===== src/rtl/mouse_packet_decoder_if.sv =====
// Byte-in / decoded-packet-out bundle between the PS/2 byte receiver, the
// mouse packet decoder and the display logic.
interface mouse_packet_decoder_if #(
    parameter int XW = 10,
    parameter int YW = 9
);
    logic [7:0]    i_byte;
    logic          i_byte_valid;
    logic [2:0]    o_buttons;
    logic [8:0]    o_dx;
    logic [8:0]    o_dy;
    logic          o_packet_valid;
    logic [XW-1:0] o_cursor_x;
    logic [YW-1:0] o_cursor_y;
    logic          o_sync_err;
    logic          o_timeout;

    modport master (
        output i_byte, i_byte_valid,
        input  o_buttons, o_dx, o_dy, o_packet_valid,
        input  o_cursor_x, o_cursor_y, o_sync_err, o_timeout
    );

    modport slave (
        input  i_byte, i_byte_valid,
        output o_buttons, o_dx, o_dy, o_packet_valid,
        output o_cursor_x, o_cursor_y, o_sync_err, o_timeout
    );
endinterface


===== src/rtl/mouse_packet_decoder.sv =====
// Assembles 3-byte PS/2 mouse packets, decodes buttons and 9-bit deltas,
// and tracks a clamped on-screen cursor position.
module mouse_packet_decoder #(
    parameter int SCREEN_W       = 640,
    parameter int SCREEN_H       = 480,
    parameter int INIT_X         = 320,
    parameter int INIT_Y         = 240,
    parameter int TIMEOUT_CYCLES = 2000
) (
    input  logic                  i_driver_clk,
    input  logic                  rst_n,
    mouse_packet_decoder_if.slave bus
);
    localparam int XW = $clog2(SCREEN_W);
    localparam int YW = $clog2(SCREEN_H);
    localparam int TW = $clog2(TIMEOUT_CYCLES + 1);
    localparam int MW = (XW > YW) ? XW : YW;
    localparam int CW = ((MW > 9) ? MW : 9) + 2;

    localparam logic [TW-1:0] T_LAST = TW'(TIMEOUT_CYCLES - 1);
    localparam logic [CW-1:0] X_MAX  = CW'(SCREEN_W - 1);
    localparam logic [CW-1:0] Y_MAX  = CW'(SCREEN_H - 1);

    typedef enum logic [1:0] {
        WAIT_B0,
        WAIT_B1,
        WAIT_B2,
        UPDATE
    } state_t;

    state_t        state_q, state_d;
    logic          valid_prev_q;
    logic [TW-1:0] tcnt_q, tcnt_d;
    // Header byte minus its always-one sync bit: {yovf, xovf, ysign, xsign, btn[2:0]}
    logic [6:0]    hdr_q, hdr_d;
    logic [7:0]    b1_q, b1_d;
    logic [7:0]    b2_q, b2_d;
    logic [2:0]    buttons_q, buttons_d;
    logic [8:0]    dx_q, dx_d;
    logic [8:0]    dy_q, dy_d;
    logic          pv_q, pv_d;
    logic          sync_q, sync_d;
    logic          to_q, to_d;
    logic [XW-1:0] cx_q, cx_d;
    logic [YW-1:0] cy_q, cy_d;

    logic          rise;
    logic [8:0]    pkt_dx;
    logic [8:0]    pkt_dy;
    logic [CW-1:0] nx;
    logic [CW-1:0] ny;
    logic [XW-1:0] nx_clamped;
    logic [YW-1:0] ny_clamped;

    assign rise = bus.i_byte_valid & ~valid_prev_q;

    // Decode from the stored bytes; only committed to the outputs when leaving UPDATE.
    assign pkt_dx = hdr_q[5] ? 9'd0 : {hdr_q[3], b1_q};
    assign pkt_dy = hdr_q[6] ? 9'd0 : {hdr_q[4], b2_q};

    // Two's-complement sums in CW bits; the MSB is the sign of the result.
    assign nx = {{(CW-XW){1'b0}}, cx_q} + {{(CW-9){pkt_dx[8]}}, pkt_dx};
    assign ny = {{(CW-YW){1'b0}}, cy_q} - {{(CW-9){pkt_dy[8]}}, pkt_dy};

    always_comb begin
        nx_clamped = nx[XW-1:0];
        if (nx[CW-1]) begin
            nx_clamped = '0;
        end else if (nx > X_MAX) begin
            nx_clamped = X_MAX[XW-1:0];
        end
    end

    always_comb begin
        ny_clamped = ny[YW-1:0];
        if (ny[CW-1]) begin
            ny_clamped = '0;
        end else if (ny > Y_MAX) begin
            ny_clamped = Y_MAX[YW-1:0];
        end
    end

    always_comb begin
        state_d   = state_q;
        tcnt_d    = tcnt_q;
        hdr_d     = hdr_q;
        b1_d      = b1_q;
        b2_d      = b2_q;
        buttons_d = buttons_q;
        dx_d      = dx_q;
        dy_d      = dy_q;
        cx_d      = cx_q;
        cy_d      = cy_q;
        pv_d      = 1'b0;
        sync_d    = 1'b0;
        to_d      = 1'b0;

        case (state_q)
            WAIT_B0, UPDATE: begin
                tcnt_d = '0;
                if (state_q == UPDATE) begin
                    buttons_d = hdr_q[2:0];
                    dx_d      = pkt_dx;
                    dy_d      = pkt_dy;
                    cx_d      = nx_clamped;
                    cy_d      = ny_clamped;
                    pv_d      = 1'b1;
                    state_d   = WAIT_B0;
                end
                // A fresh strobe edge here starts the next packet without loss.
                if (rise) begin
                    if (bus.i_byte[3]) begin
                        hdr_d   = {bus.i_byte[7:4], bus.i_byte[2:0]};
                        state_d = WAIT_B1;
                    end else begin
                        sync_d  = 1'b1;
                    end
                end
            end

            WAIT_B1: begin
                if (rise) begin
                    b1_d    = bus.i_byte;
                    tcnt_d  = '0;
                    state_d = WAIT_B2;
                end else if (tcnt_q == T_LAST) begin
                    hdr_d   = '0;
                    tcnt_d  = '0;
                    to_d    = 1'b1;
                    state_d = WAIT_B0;
                end else begin
                    tcnt_d  = tcnt_q + 1'b1;
                end
            end

            WAIT_B2: begin
                if (rise) begin
                    b2_d    = bus.i_byte;
                    tcnt_d  = '0;
                    state_d = UPDATE;
                end else if (tcnt_q == T_LAST) begin
                    hdr_d   = '0;
                    b1_d    = '0;
                    tcnt_d  = '0;
                    to_d    = 1'b1;
                    state_d = WAIT_B0;
                end else begin
                    tcnt_d  = tcnt_q + 1'b1;
                end
            end

            default: begin
                tcnt_d  = '0;
                state_d = WAIT_B0;
            end
        endcase
    end

    always_ff @(posedge i_driver_clk or negedge rst_n) begin
        if (!rst_n) begin
            state_q      <= WAIT_B0;
            valid_prev_q <= 1'b0;
            tcnt_q       <= '0;
            hdr_q        <= '0;
            b1_q         <= '0;
            b2_q         <= '0;
            buttons_q    <= '0;
            dx_q         <= '0;
            dy_q         <= '0;
            pv_q         <= 1'b0;
            sync_q       <= 1'b0;
            to_q         <= 1'b0;
            cx_q         <= XW'(INIT_X);
            cy_q         <= YW'(INIT_Y);
        end else begin
            state_q      <= state_d;
            valid_prev_q <= bus.i_byte_valid;
            tcnt_q       <= tcnt_d;
            hdr_q        <= hdr_d;
            b1_q         <= b1_d;
            b2_q         <= b2_d;
            buttons_q    <= buttons_d;
            dx_q         <= dx_d;
            dy_q         <= dy_d;
            pv_q         <= pv_d;
            sync_q       <= sync_d;
            to_q         <= to_d;
            cx_q         <= cx_d;
            cy_q         <= cy_d;
        end
    end

    assign bus.o_buttons      = buttons_q;
    assign bus.o_dx           = dx_q;
    assign bus.o_dy           = dy_q;
    assign bus.o_packet_valid = pv_q;
    assign bus.o_cursor_x     = cx_q;
    assign bus.o_cursor_y     = cy_q;
    assign bus.o_sync_err     = sync_q;
    assign bus.o_timeout      = to_q;
endmodule


===== src/flat_wrapper.sv =====
// flat-port wrapper written by rule: the top's interface ports become plain ports
module mouse_packet_decoder_flat 
#(
    parameter int SCREEN_W       = 640,
    parameter int SCREEN_H       = 480,
    parameter int INIT_X         = 320,
    parameter int INIT_Y         = 240,
    parameter int TIMEOUT_CYCLES = 2000
)
  (i_driver_clk, rst_n, bus_i_byte, bus_i_byte_valid, bus_o_buttons, bus_o_dx, bus_o_dy, bus_o_packet_valid, bus_o_cursor_x, bus_o_cursor_y, bus_o_sync_err, bus_o_timeout);
  mouse_packet_decoder_if #(.XW(10), .YW(9)) bus_i ();
  input  logic i_driver_clk;
  input  logic rst_n;
  input wire logic [$bits(bus_i.i_byte)-1:0] bus_i_byte;
  input wire logic [$bits(bus_i.i_byte_valid)-1:0] bus_i_byte_valid;
  output wire logic [$bits(bus_i.o_buttons)-1:0] bus_o_buttons;
  output wire logic [$bits(bus_i.o_dx)-1:0] bus_o_dx;
  output wire logic [$bits(bus_i.o_dy)-1:0] bus_o_dy;
  output wire logic [$bits(bus_i.o_packet_valid)-1:0] bus_o_packet_valid;
  output wire logic [$bits(bus_i.o_cursor_x)-1:0] bus_o_cursor_x;
  output wire logic [$bits(bus_i.o_cursor_y)-1:0] bus_o_cursor_y;
  output wire logic [$bits(bus_i.o_sync_err)-1:0] bus_o_sync_err;
  output wire logic [$bits(bus_i.o_timeout)-1:0] bus_o_timeout;
  assign bus_i.i_byte = bus_i_byte;
  assign bus_i.i_byte_valid = bus_i_byte_valid;
  assign bus_o_buttons = bus_i.o_buttons;
  assign bus_o_dx = bus_i.o_dx;
  assign bus_o_dy = bus_i.o_dy;
  assign bus_o_packet_valid = bus_i.o_packet_valid;
  assign bus_o_cursor_x = bus_i.o_cursor_x;
  assign bus_o_cursor_y = bus_i.o_cursor_y;
  assign bus_o_sync_err = bus_i.o_sync_err;
  assign bus_o_timeout = bus_i.o_timeout;
  mouse_packet_decoder #(.SCREEN_W(SCREEN_W), .SCREEN_H(SCREEN_H), .INIT_X(INIT_X), .INIT_Y(INIT_Y), .TIMEOUT_CYCLES(TIMEOUT_CYCLES)) u_core (.i_driver_clk(i_driver_clk), .rst_n(rst_n), .bus(bus_i));
endmodule

===== config.mk =====
export PLATFORM = sky130hd
export DESIGN_NAME = mouse_packet_decoder_flat
export DESIGN_NICKNAME = d
export VERILOG_FILES = /design/src/rtl/mouse_packet_decoder_if.sv /design/src/rtl/mouse_packet_decoder.sv /design/src/flat_wrapper.sv
export SDC_FILE = /design/constraint.sdc
export NUM_CORES = 1
export LEC_CHECK = 0
export BUFFER_PORTS_ARGS = -buffer_cell sky130_fd_sc_hd__buf_2
export CAP_MARGIN = 15
export CORE_MARGIN = 5
export CORE_UTILIZATION = 52
export DETAILED_ROUTE_END_ITERATION = 6
export PLACE_DENSITY = 0.76
export RECOVER_POWER = 50
export SYNTH_ARGS = -nofsm -noshare
export SYNTH_HDL_FRONTEND = slang
export SYNTH_SLANG_ARGS = --single-unit

===== constraint.sdc =====
create_clock -name i_driver_clk -period 3.29 [get_ports i_driver_clk]
set_clock_uncertainty 0.2 [all_clocks]
set_input_delay 0.4935 -clock i_driver_clk [delete_from_list [all_inputs] [get_ports i_driver_clk]]
set_output_delay 0.4935 -clock i_driver_clk [all_outputs]
set_load 0.01 [all_outputs]

==> results.yml, run 1 <==
outcome:
  outcome: "finished with violations"
  violations_in_the_final_reports: "max-capacitance violations, max-slew violations"
critical_path:
  reg2reg_depth: 11
  critical_path_max_stage_delay_ns: 0.51
  ff2ff_setup_slack_ns: 0.07
  path_max_fanout: 7
  worst_setup_path_type: "reg -> reg"
  worst_r2r_endpoint: "u_core.bus.o_cursor_x[0]"
  timing.critical_path.to_type: "register"
  worst_path_max_delay_cell: "sky130_fd_sc_hd__or4b_4"
  critical_path.reg2reg.startpoint: "u_core.b1_q[0]"
  endpoint_required_time_on_the_critical_path_ns: 3.33
  cp.arrival_ns: 3.26
  critical_path.cell_chain: "nor2b_1 > ha_2 > inv_2 > fa_2 > nor2b_4 > o31a_1 > or4_4 > or4b_4 > o21ai_4 > o31ai_4 > o31a_2"
  cp-start-kind: "register"
floorplan:
  fp.dieW_um: 101
  floorplan.die.height_um: 101
  rows: 33
  core_area_mm2: 0.00809
  floorplan.die_area_mm2: 0.0101
  initial_core_util: 0.527
  ios: 54
pwr:
  clock_power_share: 0.131
  power.combinational.fraction: 0.568
  irDropWorstVdd_v: 0.000571
  internal_power_mw: 3.16
  switchingPower_mw: 2.25
  powerDensity_mw_per_mm2: 1090
  relative_contribution_of_sequential_cells_to_total_power: 0.302
  sw_frac_of_total: 0.416
  leakagePower_nw: 2.33
placement:
  placed_cells_incl_taps: 553
  gp_routability_congestion: 0.895
  place_hpwl_um: 6860
  place.port_buffers: 53
clock_tree:
  clk-insertion-delay-late_ns: 0.35
  clockRootBuffer: "sky130_fd_sc_hd__clkbuf_8"
  cts_max_level: 3
  cts.sink_count: 80
  cts_max_path_buffers: 2
  cts_tree: "done"
  cts.reportedPaths.clkPinSlew_ns: 0.09
  cts_buffer_count: 9
global_routing:
  grt_max_degree: 81
  groute.layer.met3.usage: 0.0360
  antenna_found_initial: 0
  groute.layer.met1.usage: 0.261
  grt_remaining_overflow: 0
  most_congested_layer_reported_by_global_routing: "met2"
  first_global_vias: 3199
  globalRouteMet2Util: 0.321
  grt_usage: 0.194
  wire_length_of_the_first_global_routing_pass_um: 15600
sta:
  layout_min_cycle_time_ns: 3.22
  clock.fmax_mhz: 311
  timing.hold.ws_ns: 0.0680
  final-max-slew-violation-count: 81
  setup_total_negative_slack_ns: 0
  report.final.setup_viol: 0
  timing_hold_violations_final: 0
  tightestPinTransition_ns: 1.93
  fin_crit_sh: 0.979
  relSlewSlack: -0.284
synthesis:
  async_reset_ff_frac: 1.00
  synth_flop_cell: "sky130_fd_sc_hd__dfrtp_1"
  post_synth_inst_count: 397
  synth_top_cell_by_area: "sky130_fd_sc_hd__dfrtp_1"
  synthesis.area_mm2: 0.00426
  avg_synthesized_cell_area_um2: 10.7
  synth-seq-cells: 80
  synth-edff-count: 0
  post_synth_num_cell_types: 55
  sequential_area_share_after_synthesis: 0.471
  synth_top_area_share: 0.434
  postSynthNetCount: 435
  post_synth_main_area_contributors: "sky130_fd_sc_hd__dfrtp_1 (43%), sky130_fd_sc_hd__ha_1 (7.3%), sky130_fd_sc_hd__mux2_2 (5.8%)"
  yosys_warnings: 0
hold_path:
  min_path_cells: 1
  worstHoldPathType: "in -> reg"
  whs_endpoint: "u_core.valid_prev_q"
  hp-start: "bus_i_byte_valid"
cells_and_area:
  commonest_cells_after_routing_fill_and_taps_aside: "sky130_fd_sc_hd__dfrtp_1 (74), sky130_fd_sc_hd__buf_2 (36), sky130_fd_sc_hd__nor2_1 (29), sky130_fd_sc_hd__nand2_1 (26), sky130_fd_sc_hd__ha_1 (24)"
  antenna-diode-count: 0
  final_core_utilization: 0.613
  nNetsFinal: 500
  flow.area_growth_from_synthesis_pct: 16.3
  drive_above_1_share: 0.258
  layoutNonFillerInstCount: 571
  final_common_cell: "sky130_fd_sc_hd__dfrtp_1"
flow_run:
  max_capacitance_violation_total: 1
routing:
  routed-via-count: 3224
  drt_first_iter_violations: 206
  post-route-drc-count: 0
  vias_per_cell: 5.65
  dr_wl_cell_um: 16.5
  drt_pre_antenna_iters: 4
  detail_route.wirelength_um: 9440
  route.antenna.remaining_nets: 0
Yosys cell counts, types with 4 or more instances:
library cell,number
sky130_fd_sc_hd__dfrtp_1,74
sky130_fd_sc_hd__nor2_1,29
sky130_fd_sc_hd__nand2_1,27
sky130_fd_sc_hd__ha_1,25
sky130_fd_sc_hd__mux2_2,22
sky130_fd_sc_hd__o21ai_0,21
sky130_fd_sc_hd__a22o_1,16
sky130_fd_sc_hd__inv_1,14
sky130_fd_sc_hd__nor2b_1,14
sky130_fd_sc_hd__xnor2_1,14
sky130_fd_sc_hd__clkbuf_1,12
sky130_fd_sc_hd__o21a_1,12
sky130_fd_sc_hd__a21oi_1,11
sky130_fd_sc_hd__nand2b_1,11
sky130_fd_sc_hd__and3_1,8
sky130_fd_sc_hd__dfstp_2,6
sky130_fd_sc_hd__nand3_1,6
sky130_fd_sc_hd__a211oi_1,5
sky130_fd_sc_hd__a21o_1,5
sky130_fd_sc_hd__nor3_1,5
sky130_fd_sc_hd__o221a_2,5
sky130_fd_sc_hd__xor2_1,4
power by group through the flow:
stage	clock network [mW]	registers, mW	logic, mW
2_1_floorplan	0	1.70	1.97
3_3_place_gp	0	1.63	2.79
3_5_place_dp	0	1.65	2.86
4_1_cts	0.730	1.63	2.88
5_1_grt	0.773	1.68	3.40
6_report	0.706	1.63	3.07
area by class of cell:
cell class / instances / area, µm²
flip-flops and latches: 80 / 2010
multi-input cells: 289 / 2220
inverters: 15 / 56.3
repair buffers: 67 / 350
well taps: 105 / 131
fillers: 711 / 3130
clock buffers: 10 / 128
clock inverters: 5 / 58.8
through the flow:
step | power, mW | setup slack (ns) | instance area (µm²)
after floorplan | 3.67 | 0.162 | 4260
after global placement | 4.42 | 0.111 | 4700
after detailed placement | 4.51 | 0.0197 | 4700
after CTS | 5.24 | 0.00928 | 4880
after global routing | 5.85 | -0.0240 | 4960
final | 5.40 | 0.0705 | 4960
cell families after synthesis:
logic type,Yosys count,synth area share
flip-flops,80,0.471
adder cells (fa/ha/maj),27,0.0827
buffers and inverters,28,0.0246
multiplexers,25,0.0651
XOR/XNOR,18,0.0370
AND/OR/NAND/NOR,116,0.141
AO/OA/AOI/OAI,103,0.178
worst max path at each step:
stage / startpoint / depth (start not counted) / slack [ns] / to
2_1_floorplan: u_core.hdr_q[6] / 12 / 0.16 / u_core.bus.o_cursor_y[3]
3_5_place_dp: u_core.hdr_q[6] / 11 / 0.02 / u_core.bus.o_cursor_y[3]
3_3_place_gp: u_core.hdr_q[6] / 11 / 0.11 / u_core.bus.o_cursor_y[3]
4_1_cts: u_core.hdr_q[6] / 11 / 0.009 / u_core.bus.o_cursor_y[3]
6_report: u_core.b1_q[0] / 11 / 0.07 / u_core.bus.o_cursor_x[0]
5_1_grt: u_core.b1_q[0] / 11 / -0.02 / u_core.bus.o_cursor_x[0]
flip-flops by register name, indices dropped and copies added, names as in the netlist:
name and count:
u_core.b1_q 8, u_core.state_q 2, u_core.bus.o_buttons 3, u_core.bus.o_timeout 1
u_core.bus.o_cursor_x 10, u_core.b2_q 8, u_core.tcnt_q 11, u_core.bus.o_dx 9
u_core.bus.o_dy 9, u_core.valid_prev_q 1, u_core.bus.o_sync_err 1, u_core.hdr_q 7
u_core.bus.o_packet_valid 1, u_core.bus.o_cursor_y 9
metal layers:
layer,vias to the layer above,share of wire
li1,1572,-
met1,1574,0.46
met2,71,0.49
met3,7,0.040
met4,0,0.0080
met5,-,0
repair_timing:
| action | 4_1_cts | 5_1_grt |
|---|---|---|
| buffers inserted | 0 | 3 |
| resized for setup | 0 | 19 |
| hold buffers | 0 | 0 |
| setup endpoints to repair | 0 | 17 |
critical path: cells and delay by family (launching register included):
family,cells,cell delay [ns]
adders and majority gates,2,0.42
AOI/OAI and AO/OA,4,0.87
and+or+nand+nor,4,1.16
buffers and inverters,1,0.06
DFF,1,0.39
Note: power is estimated with default switching activity, not from simulation.
==> run 2: changes to the inputs <==
--- a/config.mk
+++ b/config.mk
@@ -7,11 +7,11 @@
 export LEC_CHECK = 0
 export BUFFER_PORTS_ARGS = -buffer_cell sky130_fd_sc_hd__buf_2
 export CAP_MARGIN = 15
+export CORE_ASPECT_RATIO = 0.7
 export CORE_MARGIN = 5
 export CORE_UTILIZATION = 52
 export DETAILED_ROUTE_END_ITERATION = 6
 export PLACE_DENSITY = 0.76
-export RECOVER_POWER = 50
 export SYNTH_ARGS = -nofsm -noshare
 export SYNTH_HDL_FRONTEND = slang
 export SYNTH_SLANG_ARGS = --single-unit
==> results.yml, run 2 (same netlist as run 1, synthesis figures left out) <==
clock_tree:
  ctsHoldBuffers: 0
  cts_tree: "done"
  cts_max_path_buffers: 2
  cts_max_level: 3
  cts.reportedPaths.clkPinSlew_ns: 0.06
  clockRootBuffer: "sky130_fd_sc_hd__clkbuf_16"
  clk-insertion-delay-late_ns: 0.34
  cts.sink_count: 80
  cts_buffer_count: 9
global_routing:
  wire_length_of_the_first_global_routing_pass_um: 16400
  grt_max_degree: 81
  antenna_found_initial: 0
  first_global_vias: 3253
  grt_remaining_overflow: 0
  grt_usage: 0.200
critical_path:
  critical-path-top-delay-family: "compound AO/OA/AOI/OAI gates"
  worst_setup_path_type: "reg -> reg"
  critical_path_max_stage_delay_ns: 0.46
  cp-start-kind: "register"
  critical_path.reg2reg.startpoint: "u_core.b1_q[0]"
  ff2ff_setup_slack_ns: 0.08
  worst_r2r_endpoint: "u_core.bus.o_cursor_x[0]"
  worst-path-buf-inv: 1
  reg2reg_depth: 11
  endpoint_required_time_on_the_critical_path_ns: 3.30
  worst_path_max_delay_cell: "sky130_fd_sc_hd__or4_4"
  critical_path.cell_chain: "nor2b_1 > ha_2 > inv_1 > fa_2 > nor2b_4 > o31a_1 > or4_4 > a311oi_2 > mux2i_2 > o31ai_4 > o31a_2"
  timing.critical_path.to_type: "register"
  cp.arrival_ns: 3.23
  path_max_fanout: 7
sta:
  layout_min_cycle_time_ns: 3.21
  final-max-slew-violation-count: 0
  timing_hold_violations_final: 0
  report.final.setup_viol: 0
  relSlewSlack: 0.336
  timing.hold.ws_ns: 0.0779
  tightestPinTransition_ns: 0.996
  fin_crit_sh: 0.977
  setup_total_negative_slack_ns: 0
  clock.fmax_mhz: 311
routing:
  dr_wl_cell_um: 17.2
  routed-via-count: 3290
  met3WireLength_um: 539
  route.antenna.remaining_nets: 0
  drt_first_iter_violations: 212
  drt_pre_antenna_iters: 4
  highest-signal-layer: "met4"
  route.met2.wl_um: 4240
  m1WireLength_um: 4830
  post-route-drc-count: 0
  vias_per_cell: 5.81
  detail_route.wirelength_um: 9720
hold_path:
  worstHoldPathType: "in -> reg"
  min_path_cells: 1
  hp-start: "bus_i_byte_valid"
  whs_endpoint: "u_core.valid_prev_q"
cells_and_area:
  drive_above_1_share: 0.292
  flow.area_growth_from_synthesis_pct: 19.1
  final_common_cell: "sky130_fd_sc_hd__dfrtp_1"
  antenna-diode-count: 0
  commonest_cells_after_routing_fill_and_taps_aside: "sky130_fd_sc_hd__dfrtp_1 (72), sky130_fd_sc_hd__buf_2 (52), sky130_fd_sc_hd__nor2_1 (29), sky130_fd_sc_hd__nand2_1 (26), sky130_fd_sc_hd__ha_1 (24)"
  nNetsFinal: 498
  largest_register: "u_core.tcnt_q"
  number_of_flip_flops_under_the_largest_register_name: 11
floorplan:
  fp.dieW_um: 118
  initial_core_util: 0.537
  ios: 54
  rows: 27
  floorplan.die.height_um: 85.8
  core_area_mm2: 0.00794
  floorplan.die_area_mm2: 0.0101
placement:
  place_hpwl_um: 7000
  gp_routability_congestion: 0.871
  place.port_buffers: 53
flow_run:
  max_capacitance_violation_total: 0
outcome:
  outcome: "completed"
pwr:
  leakagePower_nw: 2.44
  powerDensity_mw_per_mm2: 1130
  irDropWorstVdd_v: 0.000689
-- run 2: changes by cell type in the layout (fill, tap and decap cells not counted), sizes merged --
cell,change
buf,+15
clkbuf,-15
inv,+1
clkinvlp,-2
-- run 2: worst reg2reg max path, delay by kind of cell, from the launching register on --
family	cells	cell delay [ns]
fa+ha+maj	2	0.42
compound gates	4	1.01
buf+inv	1	0.07
flops	1	0.37
simple gates	3	0.67
mux	1	0.35
-- run 2: cell type report --
cell class,instances,area (µm²)
clock buffers,12,246
inverters,15,56.3
flip-flops and latches,80,2010
well taps,101,126
fillers,642,2860
clock inverters,4,52.6
multi-input cells,289,2230
repair buffers,65,358
-- run 2: metal layers --
| layer | track usage | vias to the layer above |
|---|---|---|
| met5 | 0 | - |
| met4 | 0.0563 | 0 |
| met3 | 0.0494 | 13 |
| met2 | 0.296 | 86 |
| met1 | 0.295 | 1619 |
| li1 | - | 1572 |
-- run 2: repair_timing --
item,in CTS,in global routing
endpoints found under the setup margin,0,17
gates resized for setup,0,20
buffers inserted,0,4
-- run 2: power by group --
| part | switching [mW] | internal, mW |
|---|---|---|
| clock | 0.386 | 0.611 |
| sequential | 0.270 | 1.38 |
| combinational | 1.64 | 1.42 |
-- run 2: worst max-delay path by stage --
stage | from | cells past startpoint | slack [ns] | to
floorplan | u_core.hdr_q[6] | 12 | 0.16 | u_core.bus.o_cursor_y[3]
global placement | u_core.hdr_q[5] | 9 | 0.17 | u_core.bus.o_cursor_x[0]
CTS | u_core.b1_q[0] | 11 | 0.03 | u_core.bus.o_cursor_x[0]
global route | u_core.b1_q[0] | 11 | -0.04 | u_core.bus.o_cursor_x[0]
finish | u_core.b1_q[0] | 11 | 0.08 | u_core.bus.o_cursor_x[0]
detailed placement | u_core.hdr_q[6] | 11 | 0.07 | u_core.bus.o_cursor_y[3]
-- run 2: through the flow --
step           power [mW]  cells  instance area (µm²)  utilization  setup slack (ns)
2_1_floorplan        3.67    397                 4260            -             0.162
6_report             5.72    566                 5080        0.640            0.0759
3_3_place_gp         4.42    546                 4670        0.588             0.175
3_5_place_dp         4.50    546                 4670        0.588            0.0692
4_1_cts              5.53    562                 4970        0.626            0.0270
5_1_grt              6.17    566                 5080        0.640           -0.0417
==> run 3: changes to the inputs <==
--- a/config.mk
+++ b/config.mk
@@ -8,7 +8,7 @@
 export BUFFER_PORTS_ARGS = -buffer_cell sky130_fd_sc_hd__buf_2
 export CAP_MARGIN = 15
 export CORE_ASPECT_RATIO = 0.7
-export CORE_MARGIN = 5
+export CORE_MARGIN = 3
 export CORE_UTILIZATION = 52
 export DETAILED_ROUTE_END_ITERATION = 6
 export PLACE_DENSITY = 0.76
==> results.yml, run 3 (same netlist as run 1, synthesis figures left out) <==
clock_tree:
  cts_max_path_buffers: 2
  cts_tree: "done"
  clockRootBuffer: "sky130_fd_sc_hd__clkbuf_16"
  ctsHoldBuffers: 0
  cts_buffer_count: 9
  clk-insertion-delay-late_ns: 0.34
  cts.sink_count: 80
  cts_max_level: 3
  cts.reportedPaths.clkPinSlew_ns: 0.06
cells_and_area:
  layoutNonFillerInstCount: 561
  flow.area_growth_from_synthesis_pct: 18.5
  commonest_cells_after_routing_fill_and_taps_aside: "sky130_fd_sc_hd__dfrtp_1 (73), sky130_fd_sc_hd__buf_2 (52), sky130_fd_sc_hd__nor2_1 (29), sky130_fd_sc_hd__nand2_1 (27), sky130_fd_sc_hd__ha_1 (24)"
  antenna-diode-count: 0
  nNetsFinal: 496
  drive_above_1_share: 0.294
  number_of_flip_flops_under_the_largest_register_name: 11
  stdcell_area_mm2: 0.00505
  largest_register: "u_core.tcnt_q"
  final_common_cell: "sky130_fd_sc_hd__dfrtp_1"
pwr:
  powerDensity_mw_per_mm2: 1120
  power.combinational.fraction: 0.537
  relative_contribution_of_sequential_cells_to_total_power: 0.294
  clock_power_share: 0.169
  internal_power_mw: 3.32
  sw_frac_of_total: 0.413
  irDropWorstVdd_v: 0.000691
  leakagePower_nw: 2.44
  switchingPower_mw: 2.34
routing:
  vias_per_cell: 5.88
  routed-via-count: 3297
  route.antenna.remaining_nets: 0
  detail_route.wirelength_um: 9720
  post-route-drc-count: 0
  dr_wl_cell_um: 17.3
  drt_first_iter_violations: 218
  drt_pre_antenna_iters: 5
critical_path:
  critical-path-top-delay-family: "simple AND/OR/NAND/NOR gates"
  path_max_fanout: 7
  timing.critical_path.to_type: "register"
  worst-path-buf-inv: 0
  endpoint_required_time_on_the_critical_path_ns: 3.32
  worst_path_max_delay_cell: "sky130_fd_sc_hd__or4b_4"
  critical_path.cell_chain: "nor2b_2 > ha_1 > nor2b_4 > o31a_1 > or4_4 > or4b_4 > o21ai_4 > o31ai_4 > o31a_2"
  cp-start-kind: "register"
  worst_setup_path_type: "reg -> reg"
  cp.arrival_ns: 3.25
  critical_path_max_stage_delay_ns: 0.51
sta:
  grt_setup_unrepaired: "true"
  tightestPinTransition_ns: 0.983
  report.final.setup_viol: 0
  clock.fmax_mhz: 310
  timing_hold_violations_final: 0
  setup_total_negative_slack_ns: 0
  final-max-slew-violation-count: 0
  fin_crit_sh: 0.980
  final_worst_slack_ns: 0.0648
  layout_min_cycle_time_ns: 3.23
  relSlewSlack: 0.345
floorplan:
  core_area_mm2: 0.00761
  floorplan.die_area_mm2: 0.00934
  initial_core_util: 0.560
  fp.dieW_um: 114
  floorplan.die.height_um: 81.8
  ios: 54
  rows: 26
global_routing:
  first_global_vias: 3089
  wire_length_of_the_first_global_routing_pass_um: 15900
  antenna_found_initial: 0
  grt_usage: 0.223
  grt_max_degree: 81
  grt_remaining_overflow: 0
placement:
  dp_slack_ns: 0.0405
  placed_area_mm2: 0.00467
  placed_cells_incl_taps: 543
  gp_routability_congestion: 0.856
  place_hpwl_um: 7130
  place.port_buffers: 53
outcome:
  outcome: "completed"
hold_path:
  worstHoldPathType: "in -> reg"
flow_run:
  max_capacitance_violation_total: 0
==> run 3: cell count changes in the layout (fill, tap and decap cells not counted), sizes merged <==
cell,previous run,this run
clkbuf,12,9
inv,15,18
buf,65,63
bufinv,1,0
clkinv,3,4
==> run 3: worst register-to-register path, cell delays in order (launching register included) <==
cell,delay [ns]
sky130_fd_sc_hd__dfrtp_2,0.45
sky130_fd_sc_hd__nor2b_2,0.16
sky130_fd_sc_hd__ha_1,0.29
sky130_fd_sc_hd__nor2b_4,0.15
sky130_fd_sc_hd__o31a_1,0.27
sky130_fd_sc_hd__or4_4,0.47
sky130_fd_sc_hd__or4b_4,0.51
sky130_fd_sc_hd__o21ai_4,0.18
sky130_fd_sc_hd__o31ai_4,0.12
sky130_fd_sc_hd__o31a_2,0.30
==> run 3: power groups by stage <==
stage          combinational, mW  clock, mW  sequential (mW)
2_1_floorplan               1.97          0             1.70
3_3_place_gp                2.75          0             1.65
3_5_place_dp                2.84          0             1.67
4_1_cts                     2.86      0.980             1.66
5_1_grt                     3.36       1.02             1.72
6_report                    3.04      0.954             1.67
==> run 3: repair_timing <==
action	CTS	global route
gates resized for setup	0	21
setup endpoints to repair	0	17
buffers inserted	0	2
==> run 3: path summary, 6_finish.rpt <==
kind                             startpoint                  endpoint  cells past startpoint  slack (ns)
max                         u_core.hdr_q[5]  u_core.bus.o_cursor_x[0]                      9        0.06
min                        bus_i_byte_valid       u_core.valid_prev_q                      1        0.07
max reg2reg                 u_core.hdr_q[5]  u_core.bus.o_cursor_x[0]                      9        0.06
min reg2reg                u_core.tcnt_q[0]          u_core.tcnt_q[0]                      1        0.26
max in group asynchronous             rst_n           u_core.hdr_q[5]                      1        2.13
min in group asynchronous             rst_n  u_core.bus.o_cursor_x[7]                      1        0.10
==> run 3: routing by layer <==
layer / up-vias / GRT usage / wire length, µm
met1: 1619 / 0.331 / 4770
met4: 0 / 0.0819 / 59
met5: - / 0 / 0
met3: 6 / 0.0582 / 692
met2: 104 / 0.312 / 4200
li1: 1568 / - / -
==> run 3: layout make-up <==
cell class	count	area, µm²
clock buffers	9	225
clock inverters	7	63.8
fillers	606	2560
inverters	15	56.3
multi-input cells	289	2230
flip-flops and latches	80	2010
well taps	98	123
repair buffers	63	343
==> run 3: stage by stage <==
step	util	hold slack, ns	total power, mW
floorplan	-	-0.00209	3.67
global placement	0.613	0.242	4.40
detailed placement	0.613	0.248	4.51
CTS	0.651	0.0598	5.49
global route	0.664	0.0607	6.10
finish	0.664	0.0735	5.66
